[src/rtl/timer_dev_if.sv]
// CPU data-port bundle for the timer: byte address, byte enables, write data
// and the combinational read-back path.
interface timer_dev_if;
  logic [31:0] addr;
  logic [3:0]  byteen;
  logic [31:0] wdata;
  logic [31:0] rdata;

  modport master (output addr, output byteen, output wdata, input rdata);
  modport slave  (input addr, input byteen, input wdata, output rdata);
endinterface

[src/rtl/timer_dev.sv]
// Memory-mapped down-counter with CTRL/PRESET/COUNT registers, one-shot or
// auto-reload operation and a masked interrupt.
module timer_dev #(
  parameter logic [31:0] BASE_ADDR = 32'h0000_7F00
) (
  input  logic          clk,
  input  logic          reset,
  timer_dev_if.slave    bus,
  output logic          irq,
  output logic [1:0]    dbg_state_o
);

  // Bus handshake: a write happens on a rising edge when byteen != 0 and addr
  // is a word-aligned register address; reads are zero-latency and never stall.

  // dbg_state_o encoding follows declaration order: IDLE, LOAD, CNT, INT.
  typedef enum logic [1:0] {
    S_IDLE = 2'd0,
    S_LOAD = 2'd1,
    S_CNT  = 2'd2,
    S_INT  = 2'd3
  } state_e;

  localparam logic [29:0] CTRL_W   = BASE_ADDR[31:2];
  localparam logic [29:0] PRESET_W = BASE_ADDR[31:2] + 30'd1;
  localparam logic [29:0] COUNT_W  = BASE_ADDR[31:2] + 30'd2;

  state_e      state_q, state_d;
  logic [3:0]  ctrl_q, ctrl_d;
  logic [31:0] preset_q, preset_d;
  logic [31:0] count_q, count_d;
  logic        flag_q, flag_d;
  logic        irq_q;

  logic [29:0] word;
  logic        wr_en, wr_ctrl, wr_preset;
  logic        en, auto_reload;

  assign word      = bus.addr[31:2];
  assign wr_en     = (bus.byteen != 4'b0000) && (bus.addr[1:0] == 2'b00);
  assign wr_ctrl   = wr_en && (word == CTRL_W);
  assign wr_preset = wr_en && (word == PRESET_W);

  assign en          = ctrl_q[0];
  assign auto_reload = (ctrl_q[2:1] == 2'b01);

  function automatic logic [31:0] merge_lanes(input logic [31:0] old_v,
                                              input logic [31:0] new_v,
                                              input logic [3:0]  be);
    logic [31:0] r;
    r = old_v;
    for (int i = 0; i < 4; i++) begin
      if (be[i]) r[8*i +: 8] = new_v[8*i +: 8];
    end
    return r;
  endfunction

  always_comb begin
    bus.rdata = 32'h0;
    if (word == CTRL_W)        bus.rdata = {28'h0, ctrl_q};
    else if (word == PRESET_W) bus.rdata = preset_q;
    else if (word == COUNT_W)  bus.rdata = count_q;
  end

  always_comb begin
    state_d  = state_q;
    ctrl_d   = ctrl_q;
    preset_d = preset_q;
    count_d  = count_q;
    flag_d   = flag_q;

    case (state_q)
      S_IDLE: if (en) state_d = S_LOAD;
      S_LOAD: begin
        count_d = preset_q;
        state_d = S_CNT;
      end
      S_CNT: begin
        if (!en) begin
          state_d = S_IDLE;
        end else if (count_q > 32'd1) begin
          count_d = count_q - 32'd1;
        end else begin
          count_d = 32'd0;
          state_d = S_INT;
          flag_d  = 1'b1;
        end
      end
      S_INT: begin
        if (auto_reload) begin
          state_d = S_LOAD;
          flag_d  = 1'b0;
        end else begin
          ctrl_d[0] = 1'b0;
          state_d   = S_IDLE;
        end
      end
      default: state_d = S_IDLE;
    endcase

    // CPU writes are applied last so they win over any FSM update this edge.
    if (wr_ctrl) begin
      if (bus.byteen[0]) ctrl_d = bus.wdata[3:0];
      flag_d = 1'b0;
      if (!ctrl_d[0]) state_d = S_IDLE;
    end
    if (wr_preset) begin
      preset_d = merge_lanes(preset_q, bus.wdata, bus.byteen);
      flag_d   = 1'b0;
      state_d  = S_IDLE;
    end
  end

  always_ff @(posedge clk) begin
    if (!reset) begin
      state_q  <= S_IDLE;
      ctrl_q   <= 4'h0;
      preset_q <= 32'h0;
      count_q  <= 32'h0;
      flag_q   <= 1'b0;
      irq_q    <= 1'b0;
    end else begin
      state_q  <= state_d;
      ctrl_q   <= ctrl_d;
      preset_q <= preset_d;
      count_q  <= count_d;
      flag_q   <= flag_d;
      irq_q    <= flag_d & ctrl_d[3];
    end
  end

  assign irq         = irq_q;
  assign dbg_state_o = state_q;

endmodule
[src/flat_wrapper.sv]
// flat-port wrapper written by rule: the top's interface ports become plain ports
module timer_dev_flat 
#(
  parameter logic [31:0] BASE_ADDR = 32'h0000_7F00
)
  (clk, reset, irq, dbg_state_o, bus_addr, bus_byteen, bus_wdata, bus_rdata);
  timer_dev_if bus_i ();
  input  logic clk;
  input  logic reset;
  output logic irq;
  output logic [1:0] dbg_state_o;
  input wire logic [$bits(bus_i.addr)-1:0] bus_addr;
  input wire logic [$bits(bus_i.byteen)-1:0] bus_byteen;
  input wire logic [$bits(bus_i.wdata)-1:0] bus_wdata;
  output wire logic [$bits(bus_i.rdata)-1:0] bus_rdata;
  assign bus_i.addr = bus_addr;
  assign bus_i.byteen = bus_byteen;
  assign bus_i.wdata = bus_wdata;
  assign bus_rdata = bus_i.rdata;
  timer_dev #(.BASE_ADDR(BASE_ADDR)) u_core (.clk(clk), .reset(reset), .bus(bus_i), .irq(irq), .dbg_state_o(dbg_state_o));
endmodule
[config.mk]
export PLATFORM = sky130hd
export DESIGN_NAME = timer_dev_flat
export DESIGN_NICKNAME = d
export VERILOG_FILES = /design/src/rtl/timer_dev_if.sv /design/src/rtl/timer_dev.sv /design/src/flat_wrapper.sv
export SDC_FILE = /design/constraint.sdc
export NUM_CORES = 1
export LEC_CHECK = 0
export CAP_MARGIN = 10
export CORE_MARGIN = 1.5
export CORE_UTILIZATION = 53
export CTS_CLUSTER_DIAMETER = 200
export DETAILED_ROUTE_END_ITERATION = 10
export PLACE_DENSITY = 0.94
export SYNTH_ARGS = -nofsm -noshare
export SYNTH_HDL_FRONTEND = slang
export SYNTH_SLANG_ARGS = --single-unit
[constraint.sdc]
create_clock -name clk -period 4.6 [get_ports clk]
set_input_delay 0.69 -clock clk [delete_from_list [all_inputs] [get_ports clk]]
set_output_delay 0.69 -clock clk [all_outputs]
set_load 0.005 [all_outputs]
Yosys cells after proc, flatten, opt, wreduce, memory -nomap -nowiden
Cells that the tools add are included.

Input bits: 70. Bits in registers: 72. Output and inout port bits: 35. Logic and storage cells: 61.

$add $sub $neg: 1. Equality and inequality tests: 9. Mux-type cells: 24. Reduce and logical (&&, ||, !) cells: 14. Bitwise gates (word level): 2. Magnitude comparators: 1.

Operators with widths (count): two-way mux 32 bit (5); == test 30 x 13 -> 1 bit, second input constant (3); one-hot mux 32 bit (2 select lines) (1); greater-than comparator 32 x 1 -> 1 bit, second input constant (1); subtractor 32 x 1 -> 32 bit, second input constant (1); two-way mux 4 bit (3); AND reduction 2 bit (6); two-way mux 2 bit (5); two-way mux 1 bit (8); one-hot mux 2 bit (4 select lines) (1); == test 2 x 1 -> 1 bit, second input constant (2); == test 2 bit, second input constant (2); logical NOT 2 bit (2); nonzero test 4 bit (1); logical AND 1 bit (3); != test 2 x 1 -> 1 bit, second input constant (1); != test 2 bit, second input constant (1); one-hot mux 1 bit (2 select lines) (1); nonzero test 2 bit (1); OR reduction 2 bit (1); AND 1 bit (1); NOT 1 bit (1).

Logic depth before layout (Yosys ltp)
Depth in word-level cells: 7. Mapped depth: 10. Gate-level depth less buffers: 8.

Worst setup path after synthesis
Ideal clock, no wire load.

Path kind: input to output. From: input bus_addr[22]. To: output bus_rdata[18]. Buffers on the path: 3. Slack: 1437 ps. Arrival: 2473 ps. Stages: 8. Data required time: 3910 ps. Cells stage by stage: nor4b_1 nand4_1 or3_1 clkbuf_1 nor2b_1 clkbuf_1 clkbuf_1 a22o_2.

Cells in the longest elaborated chain, start to end: 4. Elaborated cells between the ends (all ways): 6. Classes of those cells: eq/ne (3); mux (3).

Ends and longest elaborated chain: start: declaration (RTL line flat_wrapper.sv:12) `input wire logic [$bits(bus_i.addr)-1:0] bus_addr;`; == test 30 x 13 -> 1 bit (RTL line timer_dev.sv:62) `else if (word == COUNT_W) bus.rdata = count_q;`; two-way mux 32 bit (RTL line timer_dev.sv:62); two-way mux 32 bit (RTL line timer_dev.sv:61) `else if (word == PRESET_W) bus.rdata = preset_q;`; two-way mux 32 bit * (RTL line timer_dev.sv:60) `if (word == CTRL_W) bus.rdata = {28'h0, ctrl_q};`; end: declaration (RTL line flat_wrapper.sv:15) `output wire logic [$bits(bus_i.rdata)-1:0] bus_rdata;`.

Mark *: on every way between the ends. The rest lies on a longest branch, timed or not.

Worst setup path after layout
From: input bus_addr[22]. To: output bus_rdata[15].

The elaborated chain is that of the path after synthesis.

==> metrics.md <==
| Metric | Value |
|---|---|
| Postcts setup bufs | `0` |
| Final Max Tran Viols | `0` |
| Count of input and output buffers | `104` |
| Share of layout cells above drive strength 1 | `6.041%` |
| Vias | `4745` |
| Switching Share | `25.34%` |
| Power per cell area | `221.7 nW/um2` |
| Starting Density | `55.76%` |
| Max-Cap Viols | `0` |
| DR vias/cell | `6.518` |
| Min-delay worst type | `reg2reg` |
| CP max FO | `13` |
| Routability cong. | `0.9267` |
| Int Pwr | `0.8821 mW` |
| Setup crit start kind | `primary input` |
| CP peak stage delay | `0.52 ns` |
| Final instance area | `5329 um2` |
| Pin count of the biggest net entering global routing | `79` |
| Yosys cell types | `57` |
| Syn nets | `620` |
| Area after DPL | `5150 um2` |
| Clk_skew | `0.008560 ns` |
| # setup viols final | `0` |
| Clock period minus worst slack | `3.929 ns` |
| Initial antenna violation count | `0` |
| Layout Area Growth over Synthesis | `29.69%` |
| Max VDD drop | `0.0001635 V` |
| Most used cell, CP | `clkdlybuf4s50_1` |
| RSZ-0062 raised after global routing | `false` |
| Slowest-stage cell, CP | `clkdlybuf4s50_1` |
| H-Tree Depth | `3` |
| Fin crit share | `85.41%` |
| Endpoint type of the worst setup path | `output port` |
| Slew headroom | `19.26%` |
| Fmax | `254.5 MHz` |
| Switching pwr | `0.2994 mW` |
| Clk pwr share | `39.6%` |
| Part of the power in registers | `52.7%` |
| Combinational share of power | `7.7%` |
| Worst-path clk slew | `0.08 ns` |
| CTS resizes | `0` |
| Max Buffers Root-to-Sink | `2` |
| Commonest non-fill, non-tap cell in the layout | `clkdlybuf4s50_1` |
| Outcome | `completed` |
| CP top delay family | `simple AND/OR/NAND/NOR gates` |
| Final TNS setup | `0 ns` |
| Antenna Violating Nets Remaining | `0` |
| Share of the yosys chip area belonging to registers | `35.08%` |
| Post-synthesis instance area | `4109 um2` |
| #FFs+latches synth | `72` |
| Crit Path Class | `in2out` |
| Nets | `696` |
| WL final | `12900 um` |
| YS warnings | `0` |
| Core Area | `7370 um2` |
| Die Width | `91.05 um` |
| CTS Sinks | `72` |
| CP required | `3.91 ns` |
| Clock Latency Late Sink | `0.35 ns` |
| Rows | `31` |
| I/O pin cnt | `105` |
| Vias in the first global route | `4382` |
| WL/cell | `17.72 um` |
| DIE AREA | `8290 um2` |
| Slew at the pin closest to its max-slew limit | `1.209 ns` |
| Die H | `91.05 um` |
| Most frequent cells in the layout | `clkdlybuf4s50_1 (103), dfxtp_1 (72), nand2_1 (69)` |
| Fill cells | `561` |
| Pleak | `1.911 nW` |
| CP arrival | `3.24 ns` |
| Final hold vios | `0` |
| Post-synth EDFFs | `0` |
| Num CTS Buffers | `9` |
| Mapped Avg Cell Area | `7.498 um2` |
| Total Routing Usage GR | `31.69%` |
| CTS tree | `yes` |
| CTS Hold Bufs | `0` |
| DRC | `0` |
| Asr flop ratio synth | `0%` |
| CP Cell Sequence | `clkdlybuf4s50_1, nor4b_1, nand4_1, or3_1, nor2b_2, buf_4, a22o_1, clkdlybuf4s50_1` |
| # diodes | `0` |
| GRT overflow | `0` |
| Buf/Inv on CP | `3` |
| Synthesized instance count | `548` |
| 1st-iter DRT viols | `627` |
| First-pass GRT wire length | `21210 um` |
| Most used DFF post-synth | `dfxtp_1` |
| CTS root buffer | `clkbuf_8` |
| Hpwl dp | `9009 um` |
| First-pass iteration count of the detailed router | `7` |
## power by group through the flow
stage / clock network [mW] / registers [mW] / logic (mW)
global route: 0.500 / 0.623 / 0.0973
floorplan: 0 / 0.637 / 0.0250
detailed placement: 0 / 0.637 / 0.0899
CTS: 0.465 / 0.622 / 0.0900
finish: 0.468 / 0.622 / 0.0907
global placement: 0 / 0.637 / 0.0879
## stage by stage
| step | setup slack, ns | instances | util [%] | total power, mW | hold slack [ns] |
|---|---|---|---|---|---|
| finish | 0.6710 | 728 | 72.31 | 1.182 | 0.4994 |
| global route | 0.4699 | 728 | 72.31 | 1.220 | 0.5223 |
| CTS | 0.6699 | 728 | 72.31 | 1.177 | 0.4952 |
| detailed placement | 0.6859 | 712 | 69.88 | 0.7272 | 0.4832 |
| global placement | 0.7593 | 712 | 69.88 | 0.7252 | 0.4711 |
| floorplan | 1.437 | 548 | - | 0.6623 | 0.4512 |
## cell families after synthesis
logic type / Yosys count / synth area share [%]
flip-flops: 72 / 35.08
AND/OR/NAND/NOR: 254 / 31.27
adder cells (fa/ha/maj): 2 / 0.6089
buffers and inverters: 54 / 5.298
XOR/XNOR: 2 / 0.4264
AO/OA/AOI/OAI: 153 / 24.54
multiplexers: 11 / 2.771
## Yosys cell counts (all sizes together) (9+ instances only)
cell type	instances	area, um2
dfxtp	72	1441
nand2	69	259.0
nand3	57	285.3
o21ai	50	250.2
clkbuf	38	143.9
nor2	36	135.1
a22o	28	246.5
a21oi	27	135.1
nor4	14	87.58
nor3	13	65.06
nand4	11	68.82
a31oi	9	56.30
buf	9	47.54
or4	9	71.32
## worst paths after layout
check | cells past startpoint | from | slack [ns] | endpoint
setup / recovery | 8 | bus_addr[22] | 0.67 | bus_rdata[15]
hold / removal | 2 | u_core.preset_q[2]$_SDFFE_PN0P_ | 0.50 | u_core.preset_q[2]$_SDFFE_PN0P_
setup reg to reg | 5 | u_core.dbg_state_o[0]$_SDFF_PP0_ | 1.65 | u_core.count_q[31]$_SDFFE_PN0P_
hold reg to reg | 2 | u_core.preset_q[2]$_SDFFE_PN0P_ | 0.50 | u_core.preset_q[2]$_SDFFE_PN0P_
## area by class of cell
class / count / area [um2] / area share (%)
Clock inverter: 7 / 55.05 / 1.033
Clock buffer: 9 / 123.9 / 2.324
Timing Repair Buffer: 112 / 1096 / 20.57
Inverter: 7 / 26.28 / 0.4931
Sequential cell: 72 / 1441 / 27.05
Tap cell: 99 / 123.9 / 2.324
Multi-Input combinational cell: 422 / 2462 / 46.21
## per-layer routing
metal,wire [um],share of wire [%],up-vias,GRT usage [%]
met3,1479,11,64,7.454
li1,-,-,2198,-
met1,5124,40,2177,41.39
met4,371,2.9,0,11.98
met5,0,0,-,0
met2,5926,46,306,50.56
## worst reg2reg max path: cells and delay by family (launching register included)
kind                      cells  cell delay (ns)
DFF                           1             0.46
and+or+nand+nor               3             1.87
xor gates and xnor gates      1             0.21
AOI/OAI and AO/OA             1             0.31
## flip-flops by register name, summed over array words and instances, names as in the netlist
register and cells:
u_core.preset_q 32, u_core.dbg_state_o 2, u_core.irq 1, u_core.ctrl_q 4
u_core.flag_q 1, u_core.count_q 32
Note: power is estimated with default switching activity, not from simulation.
